[config.mk]
export PLATFORM = sky130hd
export DESIGN_NAME = act_skew_feeder_flat
export DESIGN_NICKNAME = d
export VERILOG_FILES = /design/src/rtl/act_skew_feeder_if.sv /design/src/rtl/act_skew_feeder.sv /design/src/flat_wrapper.sv
export SDC_FILE = /design/constraint.sdc
export NUM_CORES = 1
export LEC_CHECK = 0
export BUFFER_PORTS_ARGS = -buffer_cell sky130_fd_sc_hd__buf_4
export CORE_MARGIN = 3
export CORE_UTILIZATION = 44
export CTS_BUF_LIST = sky130_fd_sc_hd__clkbuf_8 sky130_fd_sc_hd__clkbuf_16
export DETAILED_ROUTE_END_ITERATION = 16
export GPL_ROUTABILITY_DRIVEN = 0
export PLACE_DENSITY = 0.8
export SYNTH_ARGS = -nofsm -noshare
export SYNTH_HDL_FRONTEND = slang
export SYNTH_SLANG_ARGS = --single-unit
[constraint.sdc]
create_clock -name clk -period 1.2 [get_ports clk]
set_input_delay 0.3 -clock clk [delete_from_list [all_inputs] [get_ports clk]]
set_output_delay 0.3 -clock clk [all_outputs]
set_load 0.01 [all_outputs]
[src/rtl/act_skew_feeder_if.sv]
// ---------------------------------------------------------------------------
// act_skew_feeder_if
//
// Activation stream bus into the skew feeder. A vector moves when in_valid
// and in_ready are both high at a rising clock edge.
//
// Parameters:
//   ROWS  number of array rows / lanes carried by in_data
//   DW    activation width per lane
//
// Signals:
//   in_valid  source -> feeder   in_data / in_last are valid
//   in_ready  feeder -> source   feeder can take a vector this cycle
//   in_data   source -> feeder   lane r = in_data[r*DW +: DW]
//   in_last   source -> feeder   final vector of a tile
//
// Modports:
//   master  the activation source
//   slave   the feeder
// ---------------------------------------------------------------------------
interface act_skew_feeder_if #(
    parameter int ROWS = 2,
    parameter int DW   = 8
);
    logic               in_valid;
    logic               in_ready;
    logic [ROWS*DW-1:0] in_data;
    logic               in_last;

    modport master (
        output in_valid,
        output in_data,
        output in_last,
        input  in_ready
    );

    modport slave (
        input  in_valid,
        input  in_data,
        input  in_last,
        output in_ready
    );
endinterface

[src/rtl/act_skew_feeder.sv]
// ---------------------------------------------------------------------------
// act_skew_feeder
//
// Activation feeder for the left column of a weight-stationary MAC array.
// Takes one unskewed activation vector per cycle and re-times it into a
// diagonal wavefront: lane r is delayed r cycles relative to lane 0. Bubbles
// are inserted on every cycle without an accept, and a one-cycle tile_done
// pulse marks the cycle in which the last element of a tile sits on lane
// ROWS-1.
//
// Build option:
//   SKEW_ZERO_FILL_EN  defined   -> bubble slots drive a_out lane = 0
//                      undefined -> bubble slots hold the previous a_out value
//                                   (downstream must gate on a_valid)
//
// Parameters:
//   ROWS  number of array rows / lanes (>= 1)
//   DW    activation width
//
// Ports:
//   clk        rising-edge clock
//   reset      asynchronous, active-low; clears all state
//   in_bus     activation stream (slave side of act_skew_feeder_if)
//   a_out      skewed activations, lane r = a_out[r*DW +: DW]
//   a_valid    per-lane valid
//   tile_done  one-cycle pulse with the tile's last element on lane ROWS-1
//   busy       feeder is streaming or draining a tile
// ---------------------------------------------------------------------------

// Protocol properties of the feeder's status outputs.
module act_skew_feeder_chk #(
    parameter int ROWS = 2
) (
    input logic clk,
    input logic reset,
    input logic in_ready,
    input logic tile_done,
    input logic busy
);
    // The tile_done cycle is an IDLE cycle: ready and not busy.
    a_done_idle: assert property (@(posedge clk) disable iff (!reset)
        tile_done |-> (in_ready && !busy));

    // The feeder only refuses input while it is draining a tile.
    a_stall_busy: assert property (@(posedge clk) disable iff (!reset)
        !in_ready |-> busy);

    if (ROWS > 1) begin : g_multi
        // A new tile needs at least one drain cycle, so pulses never abut.
        a_done_single: assert property (@(posedge clk) disable iff (!reset)
            tile_done |=> !tile_done);
    end
endmodule

module act_skew_feeder #(
    parameter int ROWS = 2,
    parameter int DW   = 8
) (
    input  logic               clk,
    input  logic               reset,
    act_skew_feeder_if.slave   in_bus,
    output logic [ROWS*DW-1:0] a_out,
    output logic [ROWS-1:0]    a_valid,
    output logic               tile_done,
    output logic               busy
);
    localparam int CW = (ROWS > 1) ? $clog2(ROWS) : 1;

    typedef enum logic [1:0] {
        ST_IDLE   = 2'd0,
        ST_STREAM = 2'd1,
        ST_DRAIN  = 2'd2
    } state_t;

    state_t        state_r;
    state_t        state_nxt_s;
    logic [CW-1:0] cnt_r;
    logic [CW-1:0] cnt_nxt_s;
    logic          done_nxt_s;
    logic          in_ready_r;
    logic          busy_r;
    logic          tile_done_r;
    logic          accept_s;

    assign accept_s        = in_bus.in_valid & in_ready_r;
    assign in_bus.in_ready = in_ready_r;
    assign tile_done       = tile_done_r;
    assign busy            = busy_r;

    // Next state, drain counter and tile_done scheduling.
    always_comb begin
        state_nxt_s = state_r;
        cnt_nxt_s   = cnt_r;
        done_nxt_s  = 1'b0;
        case (state_r)
            ST_IDLE, ST_STREAM: begin
                if (accept_s && in_bus.in_last) begin
                    if (ROWS == 1) begin
                        // Single lane: the last element is already on the
                        // final lane next cycle, so no drain is needed.
                        state_nxt_s = ST_IDLE;
                        done_nxt_s  = 1'b1;
                    end else begin
                        state_nxt_s = ST_DRAIN;
                        cnt_nxt_s   = CW'(ROWS - 1);
                    end
                end else if (accept_s) begin
                    state_nxt_s = ST_STREAM;
                end else begin
                    state_nxt_s = state_r;
                end
            end
            ST_DRAIN: begin
                cnt_nxt_s = cnt_r - CW'(1);
                if (cnt_r == CW'(1)) begin
                    // Last element reaches lane ROWS-1 at this edge.
                    state_nxt_s = ST_IDLE;
                    done_nxt_s  = 1'b1;
                end else begin
                    state_nxt_s = ST_DRAIN;
                end
            end
            default: begin
                state_nxt_s = ST_IDLE;
                cnt_nxt_s   = {CW{1'b0}};
            end
        endcase
    end

    // State, drain counter and registered handshake/status outputs.
    always_ff @(posedge clk or negedge reset) begin
        if (!reset) begin
            state_r     <= ST_IDLE;
            cnt_r       <= {CW{1'b0}};
            in_ready_r  <= 1'b1;
            busy_r      <= 1'b0;
            tile_done_r <= 1'b0;
        end else begin
            state_r     <= state_nxt_s;
            cnt_r       <= cnt_nxt_s;
            in_ready_r  <= (state_nxt_s != ST_DRAIN);
            busy_r      <= (state_nxt_s != ST_IDLE);
            tile_done_r <= done_nxt_s;
        end
    end

    // Per-lane skew pipelines: lane r has r delay stages plus its output
    // register, all shifting every cycle regardless of accepts.
    for (genvar r = 0; r < ROWS; r++) begin : g_lane
        logic [DW-1:0] data_r [0:r];
        logic          vld_r  [0:r];

        // Lane r pipeline: stage 0 takes the input slot, later stages copy
        // their predecessor; stage r is the lane's output register.
        always_ff @(posedge clk or negedge reset) begin
            if (!reset) begin
                for (int s = 0; s <= r; s++) begin
                    data_r[s] <= {DW{1'b0}};
                    vld_r[s]  <= 1'b0;
                end
            end else begin
                vld_r[0] <= accept_s;
`ifdef SKEW_ZERO_FILL_EN
                data_r[0] <= accept_s ? in_bus.in_data[r*DW +: DW] : {DW{1'b0}};
`else
                if (accept_s) begin
                    data_r[0] <= in_bus.in_data[r*DW +: DW];
                end else begin
                    data_r[0] <= data_r[0];
                end
`endif
                for (int s = 1; s <= r; s++) begin
                    vld_r[s] <= vld_r[s-1];
`ifdef SKEW_ZERO_FILL_EN
                    // Bubbles already carry zero from stage 0.
                    data_r[s] <= data_r[s-1];
`else
                    // Bubbles leave the stage untouched to avoid toggling.
                    if (vld_r[s-1]) begin
                        data_r[s] <= data_r[s-1];
                    end else begin
                        data_r[s] <= data_r[s];
                    end
`endif
                end
            end
        end

        assign a_out[r*DW +: DW] = data_r[r];
        assign a_valid[r]        = vld_r[r];
    end

    act_skew_feeder_chk #(
        .ROWS (ROWS)
    ) u_chk (
        .clk       (clk),
        .reset     (reset),
        .in_ready  (in_ready_r),
        .tile_done (tile_done_r),
        .busy      (busy_r)
    );
endmodule

[src/flat_wrapper.sv]
// flat-port wrapper written by rule: the top's interface ports become plain ports
module act_skew_feeder_flat 
#(
    parameter int ROWS = 2,
    parameter int DW   = 8
)
  (clk, reset, a_out, a_valid, tile_done, busy, in_bus_in_valid, in_bus_in_data, in_bus_in_last, in_bus_in_ready);
  act_skew_feeder_if #(.ROWS(ROWS), .DW(DW)) in_bus_i ();
  input  logic clk;
  input  logic reset;
  output logic [ROWS*DW-1:0] a_out;
  output logic [ROWS-1:0] a_valid;
  output logic tile_done;
  output logic busy;
  input wire logic [$bits(in_bus_i.in_valid)-1:0] in_bus_in_valid;
  input wire logic [$bits(in_bus_i.in_data)-1:0] in_bus_in_data;
  input wire logic [$bits(in_bus_i.in_last)-1:0] in_bus_in_last;
  output wire logic [$bits(in_bus_i.in_ready)-1:0] in_bus_in_ready;
  assign in_bus_i.in_valid = in_bus_in_valid;
  assign in_bus_i.in_data = in_bus_in_data;
  assign in_bus_i.in_last = in_bus_in_last;
  assign in_bus_in_ready = in_bus_i.in_ready;
  act_skew_feeder #(.ROWS(ROWS), .DW(DW)) u_core (.clk(clk), .reset(reset), .in_bus(in_bus_i), .a_out(a_out), .a_valid(a_valid), .tile_done(tile_done), .busy(busy));
endmodule
==> flow_summary.ini <==
[timing]
fin_crit_ps = 1300
hold_viol = 0
finClkSkew_ps = 2.30
worst_pin_slew_ps = 394
setup_slack_ps = -103
fin_crit_sh_pct = 109
slew_viol_final = 0
setup_violations = 17
fmax_ghz = 0.767
rsz0062_at_grt = yes
slew_headroom_pct = 73.7

[critical_path]
crit_fanout = 2
worst-path-buf-inv = 2
crit_slowest_cell = dfstp_2
path_cells = buf_6 -> buf_6
cp_data_required_time_ps = 900
cpLargestDelayFamily = flip-flops
startpoint_type = flop
end_kind = output port
crit_top_cell = buf_6
critical_path_class = reg2out
slowest_delay_ps = 540
worst_ep_arrival_time_ps = 1000

[global_route]
antenna_found_initial = 0
grt_max_degree = 33
overflow = 0
grt_pass1_wl_um = 3420
grt_pass1_vias = 778
grtUsageTotal_pct = 13.8

[drt]
remaining_drc_errors = 0
dr.pass1.iters = 4
viasPerCell = 4.87
vias = 774
wl_per_cell_um = 13.8
drt_iter0_drc = 6
drt-total-wl_um = 2200
ant_nets = 0

[cells_and_area]
syn2layout_area_growth_pct = 41.1
diodes = 0
seq_area_um2 = 803
multi_input_area_um2 = 404
post_route_cells_drive_above_1_share_pct = 66.7
stdcell_count = 159
nets = 148
final_util_pct = 68.0
nFillCells = 189

[floorplan]
ios = 41
initial_core_util_pct = 48.2
die_w_um = 59.2
dieHeight_um = 59.2
core.rowCount = 18
core_area_um2 = 2590
die-area_um2 = 3510

[synth]
synthesis.area_um2 = 1250
seq_area_frac_synth_pct = 64.3
syn-instance-count = 81
synth_area_leaders = dfrtp_1 (62%), mux2_2 (22%), buf_4 (5.4%)
synth-seq-cells = 32
synth_warnings = 0
yosysTopAreaCellShare_pct = 62.2
yosys-top-cells-count = dfrtp_1 (31), mux2_2 (24), buf_4 (9)
synth_cell_types = 19
synthArstFlopShare_pct = 100
synth_top_cell_by_area = dfrtp_1
yosysMostFrequentCell = dfrtp_1
ys.flop_type = dfrtp_1
syn_area_per_cell_um2 = 15.4
synth_edf_count = 0
syn_nets = 101

[clock_tree]
cts-root-buf = clkbuf_8
htreeDepth = 2
cts_tree = yes
insertion_delay_ps = 280
cts.sink_count = 32
cts_made_buffers = 5
clockBufferDepth = 2
clk_pin_slew_worst_paths_ps = 60

[run]
maxCapViolCount = 0

[hold_path]
hp-class = in2reg

[power_and_ir_drop]
p_leak_uw = 0.000852
ir_drop_v = 0.00155
p_per_area_nw_per_um2 = 2040

[run_status]
failed_checks = negative setup slack
outcome = finished with violations

[place]
dp_cells = 143
dpl.hpwl_um = 1520
pre_cts_ws_ps = 44.6
numPortBuffers = 40
[final timing paths]
path	from	to	slack, ps	cells after the start
setup / recovery	u_core.in_bus.in_ready	in_bus_in_ready	-100	2
hold / removal	in_bus_in_data[10]	u_core.g_lane[1].data_r[10]	250	2
setup reg to reg	u_core.in_bus.in_ready	u_core.g_lane[0].data_r[4]	-70	4
hold reg to reg	u_core.g_lane[0].vld_r	u_core.a_valid[1]	470	0
max in group asynchronous	reset	u_core.in_bus.in_ready	380	2
min in group asynchronous	reset	u_core.a_out[9]	500	2
[layer usage]
layer | wire [um] | GRT usage (%)
met3 | 221 | 6.97
met1 | 946 | 17.7
met4 | 36 | 5.83
met5 | 0 | 0
met2 | 997 | 19.5
[through the flow]
step                hold slack (ps)  TNS [ps]  area [um2]  power [uW]
floorplan                      4.41      -213        1280        2330
global placement                248         0        1570        2670
detailed placement              256         0        1570        2710
CTS                             240      -674        1700        3580
global route                    239     -1230        1760        3820
finish                          249      -857        1760        3600
[state kept, by name, summed over array words and instances (netlist names)]
signal	count
u_core.g_lane.data_r	16
u_core.a_valid	1
u_core.busy	1
u_core.cnt_r	1
u_core.in_bus.in_ready	1
u_core.tile_done	1
u_core.state_r	2
u_core.a_out	8
u_core.g_lane.vld_r	1
[power breakdown]
part,internal [uW],switching (uW)
registers,1420,190
clock network,449,358
logic,744,440
total,2610,987
[layout make-up]
cell class                      instances  share of cell area (%)
Clock buffer                            6                    4.69
Tap cell                               30                    2.13
Inverter                                2                    1.14
Multi-Input combinational cell         37                    23.0
Timing Repair inverter                  1                   0.640
Sequential cell                        32                    45.6
Timing Repair Buffer                   49                    22.4
Clock inverter                          2                   0.426
[worst reg2reg max path, stage by stage, from the launching register on]
cell	delay, ps
dfstp_2	540
buf_4	130
nand2_8	80
buf_12	150
mux2_2	260
[kinds of logic after synthesis]
kind of cell	Yosys count	share of synthesized area, %
buf+inv	12	6.82
compound gates	7	4.21
simple gates	6	3.01
flops	32	64.3
mux	24	21.7
[layout by cell type (no fill, tap or decap), types with 2 or more instances in the layout]
cell type / n
mux2_4: 8
nor2_1: 2
inv_1: 3
buf_6: 3
clkbuf_8: 6
mux2_2: 16
dfrtp_1: 30
buf_4: 44
[what timing repair did]
action / in CTS / in global routing
buffers inserted: 2 / 4
gates resized for setup: 4 / 5
setup endpoints to repair: 2 / 18
endpoints found under the hold margin: 31 / 0
cloned: 0 / 1
hold buffers: 1 / 0
pin swaps: 1 / 1
Power figures use the tool's default switching activity.
